[config.mk]
export PLATFORM = sky130hd
export DESIGN_NAME = i2c_bit_ctrl
export DESIGN_NICKNAME = d
export VERILOG_FILES = /design/src/rtl/i2c_pkg.sv /design/src/rtl/dff_default_high.sv /design/src/rtl/i2c_bit_ctrl.sv
export SDC_FILE = /design/constraint.sdc
export NUM_CORES = 1
export LEC_CHECK = 0
export ABC_CLOCK_PERIOD_IN_PS = 5500
export CORE_MARGIN = 5
export CORE_UTILIZATION = 55
export DETAILED_ROUTE_END_ITERATION = 8
export PLACE_DENSITY = 0.78
export RECOVER_POWER = 50
export SLEW_MARGIN = 10
export SYNTH_ARGS = -nofsm -noshare
export SYNTH_HDL_FRONTEND = slang
export SYNTH_SLANG_ARGS = --single-unit
[constraint.sdc]
create_clock -name clk -period 5.5 [get_ports clk]
set_input_delay 1.375 -clock clk [delete_from_list [all_inputs] [get_ports clk]]
set_output_delay 1.375 -clock clk [all_outputs]
set_load 0.005 [all_outputs]
[src/rtl/i2c_pkg.sv]
// Shared definitions for the I2C bit-level sequencer: command codes, FSM states
// and the SCL/SDA waveform tables for each bus primitive.
package i2c_pkg;

  typedef enum logic [1:0] {
    CMD_START = 2'b00,
    CMD_STOP  = 2'b01,
    CMD_WRITE = 2'b10,
    CMD_READ  = 2'b11
  } cmd_e;

  typedef enum logic [2:0] {
    IDLE = 3'd0,
    PH_A = 3'd1,
    PH_B = 3'd2,
    PH_C = 3'd3,
    PH_D = 3'd4
  } state_e;

  // Waveform tables: {scl,sda} pairs packed A (MSBs) through D (LSBs).
  localparam logic [7:0] START_SEQ    = 8'b11_11_10_00;
  localparam logic [7:0] STOP_SEQ     = 8'b00_10_10_11;
  localparam logic [3:0] DATA_SCL_SEQ = 4'b0110;

  function automatic logic [1:0] phase_idx(input state_e st);
    logic [1:0] idx;
    idx = 2'd0;
    case (st)
      PH_A:    idx = 2'd3;
      PH_B:    idx = 2'd2;
      PH_C:    idx = 2'd1;
      default: idx = 2'd0;
    endcase
    return idx;
  endfunction

  function automatic logic [1:0] phase_bits(input state_e st, input cmd_e c, input logic d);
    logic [1:0] idx;
    logic [1:0] bits;
    idx  = phase_idx(st);
    bits = 2'b11;
    case (c)
      CMD_START: bits = START_SEQ[{idx, 1'b0} +: 2];
      CMD_STOP:  bits = STOP_SEQ[{idx, 1'b0} +: 2];
      CMD_WRITE: bits = {DATA_SCL_SEQ[idx], d};
      default:   bits = {DATA_SCL_SEQ[idx], 1'b1};
    endcase
    return bits;
  endfunction

  function automatic state_e next_phase(input state_e st);
    state_e nxt;
    nxt = IDLE;
    case (st)
      PH_A:    nxt = PH_B;
      PH_B:    nxt = PH_C;
      PH_C:    nxt = PH_D;
      default: nxt = IDLE;
    endcase
    return nxt;
  endfunction

endpackage

[src/rtl/dff_default_high.sv]
// Enable-gated register that resets to all ones, used for open-drain drive
// lines whose released (idle) level is high.
module dff_default_high #(
  parameter int DATA_WITDT = 1
) (
  input  logic                  clk,
  input  logic                  rst_n,
  input  logic                  iden,
  input  logic [DATA_WITDT-1:0] i_data,
  output logic [DATA_WITDT-1:0] o_data
);

  always_ff @(posedge clk or negedge rst_n) begin
    if (!rst_n) begin
      o_data <= '1;
    end else if (iden) begin
      o_data <= i_data;
    end
  end

endmodule

[src/rtl/i2c_bit_ctrl.sv]
// I2C bit sequencer: expands START/STOP/WRITE/READ into four timed SCL/SDA
// phases, honouring slave clock stretching and sampling SDA for reads.
module i2c_bit_ctrl
  import i2c_pkg::*;
#(
  parameter int CLK_DIV = 250
) (
  input  logic       clk,
  input  logic       rst_n,
  input  logic       cmd_valid,
  output logic       cmd_ready,
  input  logic [1:0] cmd,
  input  logic       cmd_din,
  output logic       rsp_valid,
  output logic       rsp_dout,
  output logic       busy,
  output logic       scl_o,
  output logic       sda_o,
  input  logic       scl_i,
  input  logic       sda_i
);

  localparam int               CNT_W   = $clog2(CLK_DIV);
  localparam logic [CNT_W-1:0] CNT_MAX = CNT_W'(CLK_DIV - 1);

  state_e           state_q, state_d;
  logic [CNT_W-1:0] cnt_q, cnt_d;
  cmd_e             cmd_q, cmd_d;
  logic             din_q, din_d;
  logic             rsp_valid_q, rsp_valid_d;
  logic             rsp_dout_q, rsp_dout_d;
  logic [1:0]       scl_sync_q, sda_sync_q;
  logic             bus_en;
  logic [1:0]       bus_d, bus_q;

  // Pad readbacks are asynchronous; synchronizers idle high like the bus.
  always_ff @(posedge clk or negedge rst_n) begin
    if (!rst_n) begin
      scl_sync_q <= 2'b11;
      sda_sync_q <= 2'b11;
    end else begin
      scl_sync_q <= {scl_sync_q[0], scl_i};
      sda_sync_q <= {sda_sync_q[0], sda_i};
    end
  end

  always_ff @(posedge clk or negedge rst_n) begin
    if (!rst_n) begin
      state_q     <= IDLE;
      cnt_q       <= '0;
      cmd_q       <= CMD_START;
      din_q       <= 1'b0;
      rsp_valid_q <= 1'b0;
      rsp_dout_q  <= 1'b0;
    end else begin
      state_q     <= state_d;
      cnt_q       <= cnt_d;
      cmd_q       <= cmd_d;
      din_q       <= din_d;
      rsp_valid_q <= rsp_valid_d;
      rsp_dout_q  <= rsp_dout_d;
    end
  end

  always_comb begin
    state_d     = state_q;
    cnt_d       = cnt_q;
    cmd_d       = cmd_q;
    din_d       = din_q;
    rsp_valid_d = 1'b0;
    rsp_dout_d  = rsp_dout_q;
    bus_en      = 1'b0;
    bus_d       = bus_q;

    if (state_q == IDLE) begin
      if (cmd_valid) begin
        cmd_d   = cmd_e'(cmd);
        din_d   = cmd_din;
        state_d = PH_A;
        cnt_d   = CNT_MAX;
        bus_en  = 1'b1;
        bus_d   = phase_bits(PH_A, cmd_e'(cmd), cmd_din);
      end
    end else if (cnt_q != '0) begin
      cnt_d = cnt_q - 1'b1;
    end else if (state_q == PH_B && !scl_sync_q[1]) begin
      // Slave is stretching SCL: park at the end of PH_B until it lets go.
      cnt_d = '0;
    end else begin
      cnt_d   = CNT_MAX;
      state_d = next_phase(state_q);
      if (state_q == PH_C) begin
        rsp_dout_d = sda_sync_q[1];
      end
      if (state_q == PH_D) begin
        rsp_valid_d = 1'b1;
      end else begin
        bus_en = 1'b1;
        bus_d  = phase_bits(next_phase(state_q), cmd_q, din_q);
      end
    end
  end

  dff_default_high #(
    .DATA_WITDT(2)
  ) u_bus_reg (
    .clk   (clk),
    .rst_n (rst_n),
    .iden  (bus_en),
    .i_data(bus_d),
    .o_data(bus_q)
  );

  assign {scl_o, sda_o} = bus_q;
  assign cmd_ready      = (state_q == IDLE);
  assign busy           = (state_q != IDLE);
  assign rsp_valid      = rsp_valid_q;
  assign rsp_dout       = rsp_dout_q;

endmodule

# ---- After elaboration in Yosys (flattened, before gate mapping)
# Cells that the tools add are included.
dict set report word_totals {
  reg_bits 22
  in_bits 8
  output_inout_bits 6
  elab_cells 85
}
dict set report op_classes {
  addsub 1
  magnitude_cmp 2
  eq_ne 15
  shift 4
  mux 40
  bitwise_logic 3
  n_reduce_logical 11
}
# cell count
set ops {}
lappend ops {{8-bit 2-to-1 mux} 4}
lappend ops {{8-bit by 4-bit indexed part select with 2-bit output (first input constant)} 4}
lappend ops {{3-bit 2-to-1 mux} 8}
lappend ops {{2-bit 2-to-1 mux} 11}
lappend ops {{2-bit case mux with 3 select lines} 3}
lappend ops {{3-bit by 2-bit equality test with 1-bit output (second input constant)} 4}
lappend ops {{1-bit 2-to-1 mux} 11}
lappend ops {{3-bit case mux with 3 select lines} 1}
lappend ops {{2-bit != test (second input constant)} 4}
lappend ops {{8-bit nonzero test} 1}
lappend ops {{8-bit by 1-bit subtractor with 8-bit output (second input constant)} 1}
lappend ops {{3-bit by 1-bit equality test with 1-bit output (second input constant)} 2}
lappend ops {{2-bit by 3-bit < comparator with 1-bit output (second input constant)} 2}
lappend ops {{5-bit AND reduction} 1}
lappend ops {{1-bit binary-select mux with 2-bit select} 2}
lappend ops {{2-bit by 1-bit equality test with 1-bit output (second input constant)} 2}
lappend ops {{2-bit equality test (second input constant)} 2}
lappend ops {{2-bit zero test} 2}
lappend ops {{4-bit AND reduction} 1}
lappend ops {{3-bit equality test (second input constant)} 1}
lappend ops {{3-bit zero test} 1}
lappend ops {{1-bit NOT} 3}
lappend ops {{3-bit AND reduction} 1}
lappend ops {{3-bit nonzero test} 1}
lappend ops {{3 further kinds} 3}

# ---- Logic depth before layout (Yosys ltp)
# Gate-level depths: netlist of the first run.
dict set report depth {
  ltp_word 19
  ltp_mapped 7
  ltp_nobuf 6
}

# ---- Cells and area by module
# A second synthesis of the first run with hierarchy kept.
dict set report hier_totals {
  cells_unflattened 119
  hier_area_um2 1193.6
}
# module n_inst cells_per_inst area_per_inst_um2
set modules_own_cells {}
lappend modules_own_cells {i2c_bit_ctrl 1 115 1118.6}
lappend modules_own_cells {dff_default_high 1 4 75.1}

# ---- Worst setup path after synthesis of the first run
# OpenSTA, ideal clock, no wires.
dict set report synth_path {
  path_type {flip-flop to output port}
  startpoint {register state_q[0]}
  endpoint {output cmd_ready}
  arrival_ns 1.083
  required_time_ns 4.125
  slack_ns 3.042
  stages_incl_launch_ff 5
  n_path_buf 2
  path_cell_list {dfrtp_1 > buf_6 > or3_1 > buf_4 > inv_6}
}
dict set report synth_between {
  elab_chain_cells 1
}
# item line_no
set synth_rtl {}
lappend synth_rtl {{start, declared} i2c_bit_ctrl.sv:26} ;# state_e state_q, state_d;
lappend synth_rtl {{start signal, assigned} i2c_bit_ctrl.sv:56} ;# state_q <= state_d;
lappend synth_rtl {{3-bit zero test} i2c_bit_ctrl.sv:115} ;# assign cmd_ready = (state_q == IDLE);
lappend synth_rtl {{end, declared} i2c_bit_ctrl.sv:11} ;# output logic cmd_ready,
# No other way between the ends.

# ---- Worst setup path after layout of the first run
# Ends and elaborated chain as after synthesis.

==> impl_metrics.env, run 1 <==
export IMPL_stdcell_area_um2=1300
export IMPL_syn_nets=117
export IMPL_async_reset_ff_share_pct=100
export IMPL_yosys_warnings=0
export IMPL_final_antenna_net_count=0
export IMPL_finalMaxSlewViolations=0
export IMPL_p_int_w=0.000296
export IMPL_drive_above_1_share_pct=13.6
export IMPL_start_kind="register"
export IMPL_fill_cells=164
export IMPL_setup_viol=0
export IMPL_fin_nets=130
export IMPL_place_area_um2=1310
export IMPL_end_kind="output port"
export IMPL_synth_edf_count=0
export IMPL_die_x_um=56.5
export IMPL_die_y_um=56.5
export IMPL_maxCapViolCount=0
export IMPL_max_freq_ghz=0.297
export IMPL_drt_pass1_iterations=4
export IMPL_regArea_um2=558
export IMPL_clkPwrFrac_pct=16.1
export IMPL_syn_avg_cell_area_um2=11.1
export IMPL_viasPerCell=5.99
export IMPL_finalSetupTns_ns=0
export IMPL_crit_type="reg -> out"
export IMPL_cts_setup_buffers=0
export IMPL_fp_row_count=16
export IMPL_routed_wl_um=2300
export IMPL_htree_num_levels=1
export IMPL_synth_xor_area_share_pct=0.737
export IMPL_status="finished clean"
export IMPL_clock_latency_ns=0.30
export IMPL_rsz0062_at_grt="no"
export IMPL_grt_pass1_wl_um=4000
export IMPL_dp_hpwl_um=1670
export IMPL_seq_area_frac_synth_pct=46.9
export IMPL_grt_pass1_vias=838
export IMPL_synth_ff_type="dfrtp_1"
export IMPL_root_buffer="clkbuf_4"
export IMPL_clk_path_buf_depth=2
export IMPL_p_switching_w=0.000149
export IMPL_timing_final_crit_share_pct=61.1
export IMPL_initial_core_util_pct=59.4
export IMPL_final_util_pct=65.1
export IMPL_worst_pin_slew_ns=0.940
export IMPL_p_per_area_nw_per_um2=342
export IMPL_grt_overflow=0
export IMPL_antenna_found_initial=0
export IMPL_seq_power_share_pct=54.5
export IMPL_required_ns=4.12
export IMPL_ctsResizeCount=0
export IMPL_yosys_area_share_simple_pct=16.9
export IMPL_power_w=0.000445
export IMPL_hold_viol=0
export IMPL_maxSlewHeadroom_pct=37.1
export IMPL_vias=868
export IMPL_post_place_ws_ns=2.44
export IMPL_die_area_um2=3190
export IMPL_wire_per_inst_um=15.8
export IMPL_finalCriticalPeriod_ns=3.36
export IMPL_syn_area_um2=1190
export IMPL_antenna_cells=0
export IMPL_cts_hold_buf=0
export IMPL_gp_congestion=0.857
export IMPL_synth_area_mux_share_pct=7.26
export IMPL_swShare_pct=33.4
export IMPL_grt_max_degree=23
export IMPL_critPathTopFamily="buffers and inverters"
export IMPL_fin_ws_ns=2.14
export IMPL_cts_tree="done"
export IMPL_core_area_um2=2000
export IMPL_portBuffers=13
export IMPL_synth_top_family_by_area="compound AO/OA/AOI/OAI gates"
export IMPL_critical_path_max_stage_delay_ns=0.55
export IMPL_p_leak_nw=0.546
export IMPL_synthCells=107
export IMPL_synth_adder_area_share_pct=2.11
export IMPL_ys_ff_latch=22
export IMPL_io_pins=14
export IMPL_multi_input_area_um2=534
export IMPL_clock_sinks=22
export IMPL_critPathBufInv=2
export IMPL_grtUsageTotal_pct=15.9
export IMPL_min_path_type="reg -> reg"
export IMPL_first_iter_violations=26
export IMPL_synth_compound_area_share_pct=20.7
export IMPL_crit_slowest_cell="or3_1"
export IMPL_cts_made_buffers=3
export IMPL_ir_drop_v=0.000210
export IMPL_areaGrowthSynthToFinish_pct=9.58
export IMPL_cp_arrival_ns=1.99
export IMPL_yosysUniqueCellTypes=44
export IMPL_worstPathCellList="or3_1 > inv_6 > clkdlybuf4s50_1"
export IMPL_power_frac_comb_pct=29.4
export IMPL_path_max_fanout=10
export IMPL_fin_worst_skew_ns=0.00132
export IMPL_drcViolationCount=0
export IMPL_clk_pin_slew_ns=0.12
-- through the flow --
stage | cells | hold slack, ns
after CTS | 145 | 0.368
after detailed placement | 142 | 0.351
final | 145 | 0.367
after global placement | 142 | 0.347
after global routing | 145 | 0.375
after floorplan | 107 | 0.345
-- cell type report --
type	count	area share, %
flip-flops and latches	22	42.8
clock buffers	3	1.73
multi-input cells	75	41.0
inverters	5	1.83
repair buffers	13	9.99
well taps	27	2.59
-- Yosys cell counts (2+ instances only) --
cell	n	area [µm²]
o22a_1	3	26.3
o21a_1	2	15.0
dfrtp_1	16	400
mux2_4	2	30.0
nor2_1	7	26.3
nor3_1	2	10.0
o21ai_0	2	10.0
o31ai_1	4	30.0
buf_4	3	22.5
ha_1	2	25.0
dfstp_2	6	158
mux2_1	5	56.3
inv_1	4	15.0
a21oi_1	8	40.0
and3_1	3	18.8
or3_1	2	12.5
nand2_1	6	22.5
a31oi_1	4	25.0
-- metal layers --
| metal | vias to the layer above | GRT usage [%] | part of all wire, % |
|---|---|---|---|
| li1 | 415 | - | - |
| met1 | 420 | 22.6 | 47 |
| met2 | 29 | 23.9 | 47 |
| met3 | 4 | 4.13 | 4.8 |
| met4 | 0 | 4.07 | 0.83 |
| met5 | - | 0 | 0 |
-- final timing paths --
| check | startpoint | to | slack, ns | depth (start not counted) |
|---|---|---|---|---|
| max | state_q[0] | cmd_ready | 2.14 | 3 |
| min reg2reg | scl_sync_q[0] | scl_sync_q[1] | 0.37 | 0 |
| max reg2reg | cnt_q[0] | u_bus_reg.o_data[0] | 3.20 | 6 |
| max in group asynchronous | rst_n | cmd_q[0] | 3.28 | 1 |
| min in group asynchronous | rst_n | cnt_q[5] | 1.65 | 1 |
| min | scl_sync_q[0] | scl_sync_q[1] | 0.37 | 0 |
-- sequential cells by signal, indices dropped and copies added (netlist names) --
signal	count
rsp_valid	1
u_bus_reg.o_data	2
scl_sync_q	2
state_q	3
cmd_q	2
din_q	1
rsp_dout	1
sda_sync_q	2
cnt_q	8
-- power groups by stage --
stage / Sequential [W] / Combinational (W) / Clock (W)
2_1_floorplan: 0.000235 / 0.0000952 / 0
3_3_place_gp: 0.000243 / 0.000128 / 0
3_5_place_dp: 0.000245 / 0.000130 / 0
4_1_cts: 0.000242 / 0.000133 / 0.0000744
5_1_grt: 0.000247 / 0.000145 / 0.0000837
6_report: 0.000242 / 0.000131 / 0.0000718
-- worst reg2reg max path, delay by kind of cell (launching register included) --
kind            cells  cell delay, ns
fa+ha+maj           1            0.16
simple gates        2            0.78
flops               1            0.44
compound gates      1            0.39
buf+inv             1            0.14
mux                 1            0.33
-- cell families after synthesis --
kind of cell,after synthesis
AO/OA/AOI/OAI,34
XOR/XNOR,1
adder cells (fa/ha/maj),2
buffers and inverters,10
flip-flops,22
multiplexers,7
AND/OR/NAND/NOR,31
-- cells in the final DEF, fill, tap and decap left out, types with 2 or more instances in the layout --
cell             count
and3_1               3
mux2_1               5
or3_1                2
o21a_1               2
nand2_1              7
nor2_1               8
clkbuf_4             3
ha_1                 2
o31ai_1              4
clkdlybuf4s50_1      9
dfrtp_1             16
o21ai_0              3
inv_1                4
dfstp_2              6
nor3_1               3
o22a_1               3
a31oi_1              5
dlygate4sd3_1        4
mux2_4               2
a21oi_1              8
No activity file was read; power rests on OpenSTA's default activity.
==> run 2, diff against run 1 <==
--- a/config.mk
+++ b/config.mk
@@ -5,11 +5,11 @@
 export SDC_FILE = /design/constraint.sdc
 export NUM_CORES = 1
 export LEC_CHECK = 0
-export ABC_CLOCK_PERIOD_IN_PS = 5500
+export ABC_CLOCK_PERIOD_IN_PS = 3110
 export CORE_MARGIN = 5
-export CORE_UTILIZATION = 55
+export CORE_UTILIZATION = 54
 export DETAILED_ROUTE_END_ITERATION = 8
-export PLACE_DENSITY = 0.78
+export PLACE_DENSITY = 0.76
 export RECOVER_POWER = 50
 export SLEW_MARGIN = 10
 export SYNTH_ARGS = -nofsm -noshare
==> constraint.sdc (replaced) <==
create_clock -name clk -period 3.11 [get_ports clk]
set_input_delay 0.7775 -clock clk [delete_from_list [all_inputs] [get_ports clk]]
set_output_delay 0.7775 -clock clk [all_outputs]
set_load 0.005 [all_outputs]
==> run 2 against run 1 <==
Effect of this change:
- combinational power increased by 78%
- largest power group unchanged
- via count grew 0.58%
- clock power rose by 120%
- critical endpoint unchanged
- largest cell class is now multi-input gates
==> impl_metrics.env, run 2 (synthesized netlist as in run 1, its figures left out) <==
export IMPL_min_path_type="reg -> reg"
export IMPL_fin_ws_ns=0.325
export IMPL_portBuffers=13
export IMPL_cts_setup_buffers=0
export IMPL_layout_commonest_cell="dfrtp_1"
export IMPL_path_max_fanout=10
export IMPL_ir_drop_v=0.000332
export IMPL_antenna_cells=0
export IMPL_multi_input_area_um2=568
export IMPL_hold_viol=0
export IMPL_routed_wl_um=2210
export IMPL_drive_above_1_share_pct=19.2
export IMPL_initial_core_util_pct=55.3
export IMPL_gp_congestion=0.795
export IMPL_critPathTopFamily="buffers and inverters"
export IMPL_crit_type="reg -> out"
export IMPL_p_int_w=0.000553
export IMPL_crit_slowest_cell="or3_1"
export IMPL_fin_worst_skew_ns=0.00401
export IMPL_ctsResizeCount=0
export IMPL_swShare_pct=32.3
export IMPL_seq_power_share_pct=52.5
export IMPL_cts_hold_buf=0
export IMPL_maxCapViolCount=0
export IMPL_final_util_pct=63.1
export IMPL_status="finished clean"
export IMPL_fin_nets=131
export IMPL_core_area_um2=2150
export IMPL_regMostFlops="cnt_q"
export IMPL_die_area_um2=3240
export IMPL_max_freq_ghz=0.359
export IMPL_p_per_area_nw_per_um2=602
export IMPL_antenna_found_initial=0
export IMPL_cts_made_buffers=3
export IMPL_clk_path_buf_depth=2
export IMPL_fill_cells=184
export IMPL_fp_row_count=17
export IMPL_worst_pin_slew_ns=1.10
export IMPL_finalCriticalPeriod_ns=2.79
export IMPL_required_ns=2.33
export IMPL_grt_max_degree=23
export IMPL_finalMaxSlewViolations=0
export IMPL_grt_overflow=0
export IMPL_clock_sinks=22
export IMPL_wire_per_inst_um=15.0
export IMPL_end_kind="output port"
export IMPL_start_kind="register"
export IMPL_timing_final_crit_share_pct=89.6
export IMPL_largest_register_ffs=8
export IMPL_final_antenna_net_count=0
export IMPL_root_buffer="clkbuf_4"
export IMPL_clock_latency_ns=0.30
export IMPL_regArea_um2=558
export IMPL_die_x_um=56.9
export IMPL_power_frac_comb_pct=28.6
export IMPL_cts_tree="done"
export IMPL_grt_pass1_vias=877
export IMPL_grt_pass1_wl_um=3920
export IMPL_htree_num_levels=1
export IMPL_finalSetupTns_ns=0
export IMPL_maxSlewHeadroom_pct=26.6
export IMPL_viasPerCell=5.90
export IMPL_setup_viol=0
export IMPL_drcViolationCount=0
export IMPL_vias=873
export IMPL_critical_path_max_stage_delay_ns=0.55
export IMPL_critPathBufInv=2
export IMPL_drt_pass1_iterations=4
export IMPL_reg_top3="cnt_q x8, state_q x3"
export IMPL_worstPathCellList="or3_1 > inv_6 > clkdlybuf4s50_1"
export IMPL_final_cell_mix="dfrtp_1 (16), clkdlybuf4s50_1 (10), a21oi_1 (8), nor2_1 (7)"
export IMPL_post_place_ws_ns=0.671
export IMPL_die_y_um=56.9
export IMPL_p_leak_nw=0.560
export IMPL_dp_hpwl_um=1670
export IMPL_clkPwrFrac_pct=19.0
export IMPL_p_switching_w=0.000263
export IMPL_rsz0062_at_grt="no"
export IMPL_clk_pin_slew_ns=0.12
export IMPL_io_pins=14
export IMPL_grtUsageTotal_pct=15.2
export IMPL_areaGrowthSynthToFinish_pct=14.0
export IMPL_first_iter_violations=25
export IMPL_cp_arrival_ns=2.01
==> run 2: changes by cell type in the layout (fill, tap and decap cells not counted), sizes merged <==
cell / change
clkdlybuf4s50: +1
clkbuf: +2
dlygate4sd3: -1
==> run 2: through the flow <==
| step | hold slack (ns) | cells | power (W) | area, µm² |
|---|---|---|---|---|
| 2_1_floorplan | 0.345 | 107 | 0.000583 | 1190 |
| 5_1_grt | 0.373 | 148 | 0.000872 | 1360 |
| 4_1_cts | 0.367 | 148 | 0.000824 | 1360 |
| 6_report | 0.365 | 148 | 0.000816 | 1360 |
| 3_5_place_dp | 0.349 | 144 | 0.000668 | 1320 |
| 3_3_place_gp | 0.348 | 144 | 0.000658 | 1320 |
==> run 2: layout make-up <==
cell class              count  area share (%)
multi-input cells          75            41.9
clock buffers               4            2.68
repair buffers             14            9.88
inverters                   5            1.75
well taps                  28            2.59
flip-flops and latches     22            41.2
==> run 2: path summary, 6_finish.rpt <==
| path | start | endpoint | slack [ns] | cells past startpoint |
|---|---|---|---|---|
| setup / recovery | state_q[0] | cmd_ready | 0.32 | 3 |
| hold / removal | scl_sync_q[0] | scl_sync_q[1] | 0.37 | 0 |
| setup reg to reg | cnt_q[0] | rsp_dout | 1.15 | 6 |
| hold reg to reg | scl_sync_q[0] | scl_sync_q[1] | 0.37 | 0 |
| max in group asynchronous | rst_n | state_q[1] | 1.27 | 2 |
| min in group asynchronous | rst_n | cnt_q[1] | 1.18 | 2 |
==> run 2: power groups by stage <==
stage          registers (W)  clock network (W)  logic (W)
2_1_floorplan       0.000415                  0   0.000168
3_5_place_dp        0.000432                  0   0.000236
6_report            0.000428           0.000155   0.000233
5_1_grt             0.000437           0.000173   0.000262
3_3_place_gp        0.000430                  0   0.000228
4_1_cts             0.000427           0.000161   0.000236
==> run 2: worst register-to-register path, stage by stage (launching register included) <==
cell	delay, ns
dfrtp_1	0.42
inv_1	0.12
ha_1	0.15
nor3b_2	0.42
nand2_4	0.15
nor3_2	0.24
mux2_1	0.34
==> run 2: metal layers <==
layer	part of all wire, %	track usage, %
met1	47	21.2
met2	48	22.5
met3	3.4	2.53
met4	0.90	8.28
met5	0	0
==> run 3, diff against run 2 <==
--- a/config.mk
+++ b/config.mk
@@ -5,13 +5,14 @@
 export SDC_FILE = /design/constraint.sdc
 export NUM_CORES = 1
 export LEC_CHECK = 0
-export ABC_CLOCK_PERIOD_IN_PS = 3110
+export ABC_CLOCK_PERIOD_IN_PS = 2530
 export CORE_MARGIN = 5
-export CORE_UTILIZATION = 54
+export CORE_UTILIZATION = 49
 export DETAILED_ROUTE_END_ITERATION = 8
-export PLACE_DENSITY = 0.76
+export PLACE_DENSITY = 0.73
 export RECOVER_POWER = 50
 export SLEW_MARGIN = 10
 export SYNTH_ARGS = -nofsm -noshare
 export SYNTH_HDL_FRONTEND = slang
+export SYNTH_HIERARCHICAL = 1
 export SYNTH_SLANG_ARGS = --single-unit
==> constraint.sdc (replaced) <==
create_clock -name clk -period 2.53 [get_ports clk]
set_input_delay 0.6325 -clock clk [delete_from_list [all_inputs] [get_ports clk]]
set_output_delay 0.6325 -clock clk [all_outputs]
set_load 0.005 [all_outputs]
==> run 3 against run 2 <==
Effect of this change:
- core utilization fell by 2.5 points
- critical endpoint unchanged
- cell area up 1.7%
- synthesized cell count up 11%
- clock power rose by 3%
- worst setup slack got worse by 0.18 ns
- via count rose by 3.7%
- highest routed layer unchanged
- non-clock buffer count is 4 higher
- sequential share of layout area is 0.67 points lower
- cell count increased by 9.5%
==> impl_metrics.env, run 3 <==
export IMPL_swShare_pct=32.8
export IMPL_io_pins=14
export IMPL_rsz0062_at_grt="no"
export IMPL_place_inst=158
export IMPL_crit_type="reg -> out"
export IMPL_first_iter_violations=40
export IMPL_clk_pin_slew_ns=0.12
export IMPL_critPathTopFamily="buffers and inverters"
export IMPL_clock_sinks=22
export IMPL_final_antenna_net_count=0
export IMPL_grt_max_degree=23
export IMPL_cts_tree="done"
export IMPL_areaGrowthSynthToFinish_pct=15.4
export IMPL_die_area_um2=3520
export IMPL_crit_slowest_cell="clkdlybuf4s50_1"
export IMPL_fp_row_count=17
export IMPL_finalCriticalPeriod_ns=2.38
export IMPL_wire_per_inst_um=13.8
export IMPL_grt_pass1_vias=889
export IMPL_vias=905
export IMPL_drt_pass1_iterations=4
export IMPL_viasPerCell=5.59
export IMPL_seq_power_share_pct=53.4
export IMPL_syn_avg_cell_area_um2=10.0
export IMPL_power_frac_comb_pct=31.0
export IMPL_initial_core_util_pct=52.4
export IMPL_synth_ff_type="dfrtp_1"
export IMPL_r2r_end="u_bus_reg/o_data[0]"
export IMPL_layout_commonest_cell="dfrtp_1"
export IMPL_met1_length_um=1040
export IMPL_core_area_um2=2280
export IMPL_cts_made_buffers=3
export IMPL_regMostFlops="cnt_q"
export IMPL_yosysUniqueCellTypes=39
export IMPL_clock_latency_ns=0.31
export IMPL_synth_edf_count=0
export IMPL_r2r_start="cnt_q[3]"
export IMPL_timing_final_crit_share_pct=94.2
export IMPL_final_util_pct=60.5
export IMPL_cp_arrival_ns=1.75
export IMPL_clk_path_buf_depth=2
export IMPL_min_to="sda_sync_q[1]"
export IMPL_yosys_warnings=6
export IMPL_clkPwrFrac_pct=15.6
export IMPL_p_leak_nw=0.544
export IMPL_start_kind="register"
export IMPL_worst_pin_slew_ns=1.14
export IMPL_critPathBufInv=2
export IMPL_ys_top_cells_by_count="dfrtp_1 (16), a21oi_1 (14), nor2_1 (11)"
export IMPL_required_ns=1.90
export IMPL_fin_worst_skew_ns=0.0143
export IMPL_reg_top3="cnt_q x8, state_q x3"
export IMPL_hold_viol=0
export IMPL_async_reset_ff_share_pct=100
export IMPL_grt_overflow=0
export IMPL_finalSetupTns_ns=0
export IMPL_status="finished clean"
export IMPL_cts_setup_buffers=0
export IMPL_hold_depth=0
export IMPL_largest_register_ffs=8
export IMPL_finalMaxSlewViolations=0
export IMPL_synth_area_leaders="dfrtp_1 (34%), dfstp_2 (13%), a21oi_1 (5.9%), mux2_2 (4.7%), nor2_1 (3.5%)"
export IMPL_synth_top_cell_area_share_pct=33.5
export IMPL_max_freq_ghz=0.419
export IMPL_drive_above_1_share_pct=18.7
export IMPL_p_per_area_nw_per_um2=742
export IMPL_antenna_found_initial=0
export IMPL_synthCells=119
export IMPL_drcViolationCount=0
export IMPL_maxSlewHeadroom_pct=23.9
export IMPL_grtUsageTotal_pct=14.4
export IMPL_path_max_fanout=8
export IMPL_critical_path_max_stage_delay_ns=0.50
export IMPL_syn_area_um2=1190
export IMPL_dp_hpwl_um=1660
export IMPL_hp_start="sda_sync_q[0]"
export IMPL_yosys_area_top_type="dfrtp_1"
export IMPL_worstPathCellList="or3_4 > inv_6 > clkdlybuf4s50_1"
export IMPL_routed_wl_um=2230
export IMPL_fin_nets=145
export IMPL_route_met3_wl_um=69
export IMPL_setup_viol=0
export IMPL_grt_pass1_wl_um=3860
export IMPL_ctsResizeCount=0
export IMPL_dr_max_layer_used="met4"
export IMPL_maxCapViolCount=0
export IMPL_p_int_w=0.000687
export IMPL_cts_hold_buf=0
export IMPL_end_kind="output port"
export IMPL_syn_nets=129
export IMPL_die_y_um=59.4
export IMPL_final_cell_mix="dfrtp_1 (16), a21oi_1 (14), nor2_1 (11), clkdlybuf4s50_1 (10)"
export IMPL_htree_num_levels=1
export IMPL_ys_ff_latch=22
export IMPL_portBuffers=13
export IMPL_synth_most_common_cell="dfrtp_1"
export IMPL_wl_met2_um=1110
export IMPL_antenna_cells=0
export IMPL_root_buffer="clkbuf_4"
export IMPL_seq_area_frac_synth_pct=46.8
export IMPL_r2r_cells=5
export IMPL_instances_no_fill=162
export IMPL_gp_congestion=0.799
export IMPL_p_switching_w=0.000335
export IMPL_ir_drop_v=0.000665
export IMPL_die_x_um=59.4
export IMPL_min_path_type="reg -> reg"
export IMPL_r2r_setup_slack_ns=0.50
-- run 3: cell count changes after synthesis, sizes merged, moves of 4 or more --
cell / change
a31oi: -4
a21oi: +6
a211oi: +4
nand2b: +4
-- run 3: worst max-delay path by stage --
stage / endpoint / slack [ns] / startpoint / cells after the start
final: cmd_ready / 0.15 / state_q[2] / 3
after global routing: cmd_ready / 0.07 / state_q[2] / 3
after CTS: cmd_ready / 0.004 / state_q[2] / 3
after detailed placement: cmd_ready / 0.38 / state_q[2] / 3
after global placement: cmd_ready / 0.39 / state_q[2] / 3
after floorplan: u_bus_reg/o_data[0] / 0.64 / cnt_q[3] / 6
-- run 3: metrics by stage --
stage	hold slack (ns)	total power, W	instance area, µm²	setup WS, ns
CTS	0.365	0.00104	1380	0.00437
floorplan	0.337	0.000760	1190	0.641
finish	0.362	0.00102	1380	0.146
global route	0.373	0.00111	1380	0.0651
detailed placement	0.348	0.000874	1350	0.378
global placement	0.346	0.000860	1350	0.387
-- run 3: worst register-to-register path: stages, from the launching register on --
cell and delay (ns):
dfrtp_1 0.48, nor4_4 0.40, and3_1 0.38, nand2_1 0.12, a21oi_1 0.23, mux2_2 0.36
-- run 3: power by group through the flow --
stage | registers (W) | clock network, W | logic [W]
3_3_place_gp | 0.000548 | 0 | 0.000312
5_1_grt | 0.000564 | 0.000187 | 0.000360
4_1_cts | 0.000547 | 0.000174 | 0.000322
2_1_floorplan | 0.000534 | 0 | 0.000226
6_report | 0.000546 | 0.000160 | 0.000317
3_5_place_dp | 0.000554 | 0 | 0.000320
-- run 3: cell families after synthesis --
group                    count (synthesis)  synth area share, %
adder cells (fa/ha/maj)                  2                 2.10
flip-flops                              22                 46.8
multiplexers                             7                 6.81
AND/OR/NAND/NOR                         44                 20.7
buffers and inverters                   10                 5.24
AO/OA/AOI/OAI                           34                 18.5
-- run 3: final cells by class --
type                    count  area (µm²)
multi-input cells          87         578
fillers                   192         898
repair buffers             18         164
clock buffers               4        26.3
flip-flops and latches     22         558
inverters                   3        16.3
well taps                  28        35.0
-- run 3: per-layer routing --
metal / GRT usage [%] / up-vias
met5: 0 / -
met4: 5.83 / 0
met3: 3.49 / 2
met2: 23.9 / 12
met1: 17.8 / 423
li1: - / 468
